===== src/rtl/tge_tx_arbiter.sv =====
// Round-robin TX arbiter between the application stream and CPU TX buffer.
// Frames are never preempted; an inter-frame gap follows every frame.
module tge_tx_arbiter #(
    parameter int IFG_CYCLES = 2
) (
    input  logic        mac_clk,
    input  logic        mac_rst,
    input  logic [63:0] app_data,
    input  logic        app_valid,
    input  logic        app_eof,
    output logic        app_ready,
    input  logic        cpu_tx_ready,
    input  logic [7:0]  cpu_tx_size,
    output logic [7:0]  cpu_tx_buffer_addr,
    input  logic [63:0] cpu_tx_buffer_rd_data,
    output logic        cpu_tx_done,
    output logic [63:0] mac_tx_data,
    output logic        mac_tx_valid,
    output logic        mac_tx_eof,
    input  logic        mac_tx_ready,
    output logic [15:0] cpu_frames_sent
);

    typedef enum logic [2:0] {
        IDLE,
        APP,
        CPU_READ,
        CPU_SEND,
        GAP
    } state_t;

    localparam int GW = (IFG_CYCLES > 1) ? $clog2(IFG_CYCLES) : 1;
    localparam logic [GW-1:0] GAP_LAST =
        GW'((IFG_CYCLES > 0) ? IFG_CYCLES - 1 : 0);
    localparam state_t POST = (IFG_CYCLES > 0) ? GAP : IDLE;

    state_t        state;
    logic          last_cpu;
    logic          armed;
    logic [7:0]    size_q;
    logic [7:0]    addr_q;
    logic          done_q;
    logic [15:0]   frames_q;
    logic [GW-1:0] gap_cnt;

    logic cpu_pend;
    logic grant_cpu;
    logic grant_app;
    logic app_acc;
    logic cpu_acc;
    logic cpu_last;

    // armed blocks a held-high cpu_tx_ready from resending a finished frame
    assign cpu_pend  = cpu_tx_ready && armed;
    assign grant_cpu = cpu_pend && (!app_valid || !last_cpu);
    assign grant_app = app_valid && !grant_cpu;
    assign app_acc   = (state == APP) && app_valid && mac_tx_ready;
    assign cpu_acc   = (state == CPU_SEND) && mac_tx_ready;
    assign cpu_last  = (addr_q == size_q - 8'd1);

    assign cpu_tx_buffer_addr = addr_q;
    assign cpu_tx_done        = done_q;
    assign cpu_frames_sent    = frames_q;

    always_comb begin
        mac_tx_data  = '0;
        mac_tx_valid = 1'b0;
        mac_tx_eof   = 1'b0;
        app_ready    = 1'b0;
        unique case (state)
            APP: begin
                mac_tx_data  = app_data;
                mac_tx_valid = app_valid;
                mac_tx_eof   = app_eof;
                app_ready    = mac_tx_ready;
            end
            CPU_SEND: begin
                mac_tx_data  = cpu_tx_buffer_rd_data;
                mac_tx_valid = 1'b1;
                mac_tx_eof   = cpu_last;
            end
            default: begin
            end
        endcase
    end

    always_ff @(posedge mac_clk or posedge mac_rst) begin
        if (mac_rst) begin
            state    <= IDLE;
            last_cpu <= 1'b1;
            armed    <= 1'b1;
            size_q   <= '0;
            addr_q   <= '0;
            done_q   <= 1'b0;
            frames_q <= '0;
            gap_cnt  <= '0;
        end else begin
            done_q <= 1'b0;
            unique case (state)
                IDLE: begin
                    if (grant_app) begin
                        state    <= APP;
                        last_cpu <= 1'b0;
                    end else if (grant_cpu) begin
                        if (cpu_tx_size == 8'd0) begin
                            done_q   <= 1'b1;
                            armed    <= 1'b0;
                            last_cpu <= 1'b1;
                        end else begin
                            size_q <= cpu_tx_size;
                            addr_q <= '0;
                            state  <= CPU_READ;
                        end
                    end
                end
                APP: begin
                    if (app_acc && app_eof) begin
                        state   <= POST;
                        gap_cnt <= '0;
                    end
                end
                CPU_READ: begin
                    state <= CPU_SEND;
                end
                CPU_SEND: begin
                    if (cpu_acc) begin
                        if (cpu_last) begin
                            addr_q   <= '0;
                            done_q   <= 1'b1;
                            frames_q <= frames_q + 16'd1;
                            armed    <= 1'b0;
                            last_cpu <= 1'b1;
                            state    <= POST;
                            gap_cnt  <= '0;
                        end else begin
                            addr_q <= addr_q + 8'd1;
                            state  <= CPU_READ;
                        end
                    end
                end
                GAP: begin
                    if (gap_cnt == GAP_LAST) begin
                        state   <= IDLE;
                        gap_cnt <= '0;
                    end else begin
                        gap_cnt <= gap_cnt + 1'b1;
                    end
                end
                default: state <= IDLE;
            endcase
            // a low cpu_tx_ready always re-arms, even on a completion cycle
            if (!cpu_tx_ready) armed <= 1'b1;
        end
    end

endmodule


===== config.mk =====
export PLATFORM = sky130hd
export DESIGN_NAME = tge_tx_arbiter
export DESIGN_NICKNAME = d
export VERILOG_FILES = /design/src/rtl/tge_tx_arbiter.sv
export SDC_FILE = /design/constraint.sdc
export NUM_CORES = 1
export LEC_CHECK = 0
export CORE_UTILIZATION = 36
export CTS_BUF_LIST = sky130_fd_sc_hd__clkbuf_4 sky130_fd_sc_hd__clkbuf_8
export DETAILED_ROUTE_END_ITERATION = 8
export PLACE_DENSITY = 0.88
export SETUP_SLACK_MARGIN = 0.5
export SKIP_CTS_REPAIR_TIMING = 1
export SYNTH_ARGS = -nofsm -noshare
export SYNTH_HDL_FRONTEND = slang
export SYNTH_SLANG_ARGS = --single-unit

===== constraint.sdc =====
create_clock -name mac_clk -period 5.61 [get_ports mac_clk]
set_clock_uncertainty 0.05 [all_clocks]
set_input_delay 1.4025 -clock mac_clk [delete_from_list [all_inputs] [get_ports mac_clk]]
set_output_delay 1.4025 -clock mac_clk [all_outputs]
set_load 0.02 [all_outputs]

==> impl_metrics.sql <==
INSERT INTO impl_metrics (metric_group, metric, value, unit) VALUES
('logic_synthesis', 'netlist_instances', '307', ''),
('clocking', 'cts_tree', 'done', ''),
('pwr', 'p_leak', '2.11', 'nW'),
('final_layout', 'final_cell_area', '5270', 'um^2'),
('logic_synthesis', 'post-synth-top-area-cell', 'sky130_fd_sc_hd__dfrtp_1', ''),
('worst_setup_path', 'critical_path_arrival', '3.07', 'ns'),
('final_layout', 'layout.cells.most_common_list', '233 x sky130_fd_sc_hd__clkdlybuf4s50_1, 64 x sky130_fd_sc_hd__a22o_1, 37 x sky130_fd_sc_hd__dfrtp_1, 26 x sky130_fd_sc_hd__xnor2_1, 23 x sky130_fd_sc_hd__nand2_1', ''),
('pwr', 'total_power', '2.14', 'mW'),
('clocking', 'cts_h_tree_depth', '2', ''),
('clocking', 'clock-sinks', '39', ''),
('logic_synthesis', 'synth_largest_type_area_fraction', '32.6', '%'),
('grt', 'use_met2', '45.4', '%'),
('die', 'fp.dieArea', '8240', 'um^2'),
('pwr', 'clkPwrFrac', '9.3', '%'),
('worst_setup_path', 'cp_max_fo', '47', ''),
('route', 'drt_pre_antenna_iters', '5', ''),
('pwr', 'net-switching-power', '0.989', 'mW'),
('logic_synthesis', 'ys_seq_area_share', '34.5', '%'),
('route', 'detail_route.vias_per_cell', '5.51', ''),
('grt', 'groute.usage.overall', '28.4', '%'),
('die', 'fp.coreArea', '7690', 'um^2'),
('grt', 'grt_max_degree', '68', ''),
('timing', 'hold_viol_final', '0', ''),
('timing', 'worst_slew_pin_slew', '1.22', 'ns'),
('run_status', 'run_status', 'finished, final reports clean', ''),
('route', 'wire_per_inst', '19.2', 'um'),
('route', 'detail_route.wirelength', '12000', 'um'),
('clocking', 'cts_made_buffers', '5', ''),
('grt', 'antenna_found_initial', '0', ''),
('pwr', 'power_switching_share', '46.1', '%'),
('route', 'postRouteAntennaNets', '0', ''),
('pwr', 'power.share.sequential', '19.9', '%'),
('worst_setup_path', 'timing.rr.end', 'cpu_frames_sent[1]', ''),
('logic_synthesis', 'post_synth_num_cell_types', '48', ''),
('final_layout', 'num_antenna_cells', '0', ''),
('timing', 'period_minus_slack', '4.52', 'ns'),
('pwr', 'cell_internal_pwr', '1.16', 'mW'),
('pwr', 'vdd.ir_drop.worst', '242', 'uV'),
('final_layout', 'layout.cells.most_common', 'sky130_fd_sc_hd__clkdlybuf4s50_1', ''),
('route', 'num_vias', '3452', ''),
('grt', 'groute.layer.met1.usage', '33.9', '%'),
('worst_setup_path', 'timing.critical_path.slowest_cell_delay', '0.81', 'ns'),
('logic_synthesis', 'synth_fp_nets', '452', ''),
('placed_design', 'place.port_buffers', '233', ''),
('worst_hold_path', 'min_path_cells', '1', ''),
('grt', 'number_of_global_route_vias_before_repair', '3321', ''),
('placed_design', 'placement.cell_area', '5180', 'um^2'),
('logic_synthesis', 'synth_warnings', '0', ''),
('grt', 'gr-total-overflow', '0', ''),
('worst_setup_path', 'cp-end-kind', 'output port', ''),
('clocking', 'clk_path_buf_depth', '2', ''),
('worst_setup_path', 'critPathRequiredTime', '4.16', 'ns'),
('final_layout', 'layout_cell_share_with_drive_strength_beyond_1', '5.34', '%'),
('worst_setup_path', 'cell_depth_of_the_worst_flop_to_flop_path', '4', ''),
('logic_synthesis', 'synth_seq_cells', '39', ''),
('timing', 'finalSetupViolCount', '0', ''),
('pwr', 'power-per-cell-area', '407', 'nW/um^2'),
('worst_setup_path', 'reg2reg_setup_slack', '2.17', 'ns'),
('clocking', 'latest_clock_arrival_within_the_worst_skew_pair', '0.30', 'ns'),
('timing', 'tns', '0', 'ns'),
('grt', 'first_pass_grt_wire_length', '17900', 'um'),
('worst_setup_path', 'regToRegStartpoint', 'state[1]', ''),
('timing', 'timing.slew.headroom', '18.9', '%'),
('timing', 'rsz_0062_raised_after_global_routing', 'no', ''),
('timing', 'timing.hold.ws', '0.428', 'ns'),
('final_layout', 'syn2layout_area_growth', '85.9', '%'),
('route', 'remaining_drc_errors', '0', ''),
('placed_design', 'dp.cells', '618', ''),
('placed_design', 'place_congestion', '0.955', ''),
('worst_setup_path', 'setup.worst_path.start_class', 'flip-flop', ''),
('timing', 'max_freq', '221', 'MHz');
-- critical path, delay by kind of cell, from the launching register on --
family,cells,cell delay [ns]
compound gates,1,0.20
buf+inv,3,1.13
flops,1,0.47
simple gates,2,0.94
-- metrics by stage --
stage,setup slack [ns],util [%]
after floorplan,1.99,-
after global placement,1.34,67.4
after detailed placement,1.33,67.4
after CTS,1.10,68.6
after global routing,0.938,68.6
final,1.09,68.6
-- cell type report --
cell class,count,area [um^2],area share (%)
clock buffers,6,76.3,1.45
flip-flops and latches,39,978,18.6
well taps,102,128,2.42
multi-input cells,234,1700,32.3
inverters,8,30.0,0.569
repair buffers,235,2350,44.5
clock inverters,2,12.5,0.237
-- state kept, by name, summed over array words and instances, names as in the netlist --
register / flops
last_cpu: 1
size_q: 8
state: 3
cpu_tx_done: 1
cpu_tx_buffer_addr: 8
armed: 1
gap_cnt: 1
cpu_frames_sent: 16
-- cells by family after synthesis --
group / count (synthesis) / synth area share, %
muxes: 5 / 1.98
adders and majority gates: 3 / 1.32
buffers and inverters: 34 / 5.82
and+or+nand+nor: 96 / 19.3
DFF: 39 / 34.5
xor gates and xnor gates: 29 / 8.95
AOI/OAI and AO/OA: 101 / 28.1
-- worst min-delay path by stage --
stage | start | to | slack, ns
after floorplan | armed | armed | 0.42
after global placement | cpu_frames_sent[15] | cpu_frames_sent[15] | 0.42
after detailed placement | cpu_frames_sent[15] | cpu_frames_sent[15] | 0.42
after CTS | cpu_frames_sent[15] | cpu_frames_sent[15] | 0.43
after global routing | cpu_frames_sent[7] | cpu_frames_sent[7] | 0.47
final | cpu_frames_sent[15] | cpu_frames_sent[15] | 0.43
-- synth_stat cells, drive strengths merged --
| cell type | count |
|---|---|
| a22o | 64 |
| dfrtp | 37 |
| xnor2 | 26 |
| nand2 | 23 |
| clkbuf | 19 |
| nor2 | 14 |
| o21ai | 14 |
| and3 | 13 |
| nand3 | 12 |
| a21oi | 9 |
| inv | 8 |
| buf | 7 |
| nand4 | 6 |
| nor3 | 6 |
| and4 | 5 |
| mux2 | 5 |
| and2 | 3 |
| ha | 3 |
| nor4 | 3 |
| xor2 | 3 |
| a211o | 2 |
| a21o | 2 |
| a311oi | 2 |
| a41oi | 2 |
| and3b | 2 |
| dfstp | 2 |
| nand2b | 2 |
| nor2b | 2 |
| a31oi | 1 |
| a32oi | 1 |
| nand4b | 1 |
| nor3b | 1 |
| nor4b | 1 |
| o211ai | 1 |
| o22ai | 1 |
| o2bb2ai | 1 |
| o311ai | 1 |
| or2 | 1 |
| or4 | 1 |
-- metal layers --
| metal | vias up | part of all wire, % | routed length [um] |
|---|---|---|---|
| met3 | 38 | 7.7 | 926 |
| met5 | - | 0 | 0 |
| li1 | 1589 | - | - |
| met1 | 1619 | 38 | 4630 |
| met2 | 206 | 48 | 5750 |
| met4 | 0 | 6.2 | 741 |
-- power by group through the flow --
stage | Combinational, mW | Clock (mW) | Sequential [mW]
6_report | 1.52 | 0.200 | 0.427
5_1_grt | 1.59 | 0.218 | 0.436
4_1_cts | 1.51 | 0.202 | 0.423
3_5_place_dp | 1.50 | 0 | 0.427
3_3_place_gp | 1.48 | 0 | 0.422
2_1_floorplan | 0.849 | 0 | 0.401
Power figures use the tool's default switching activity.
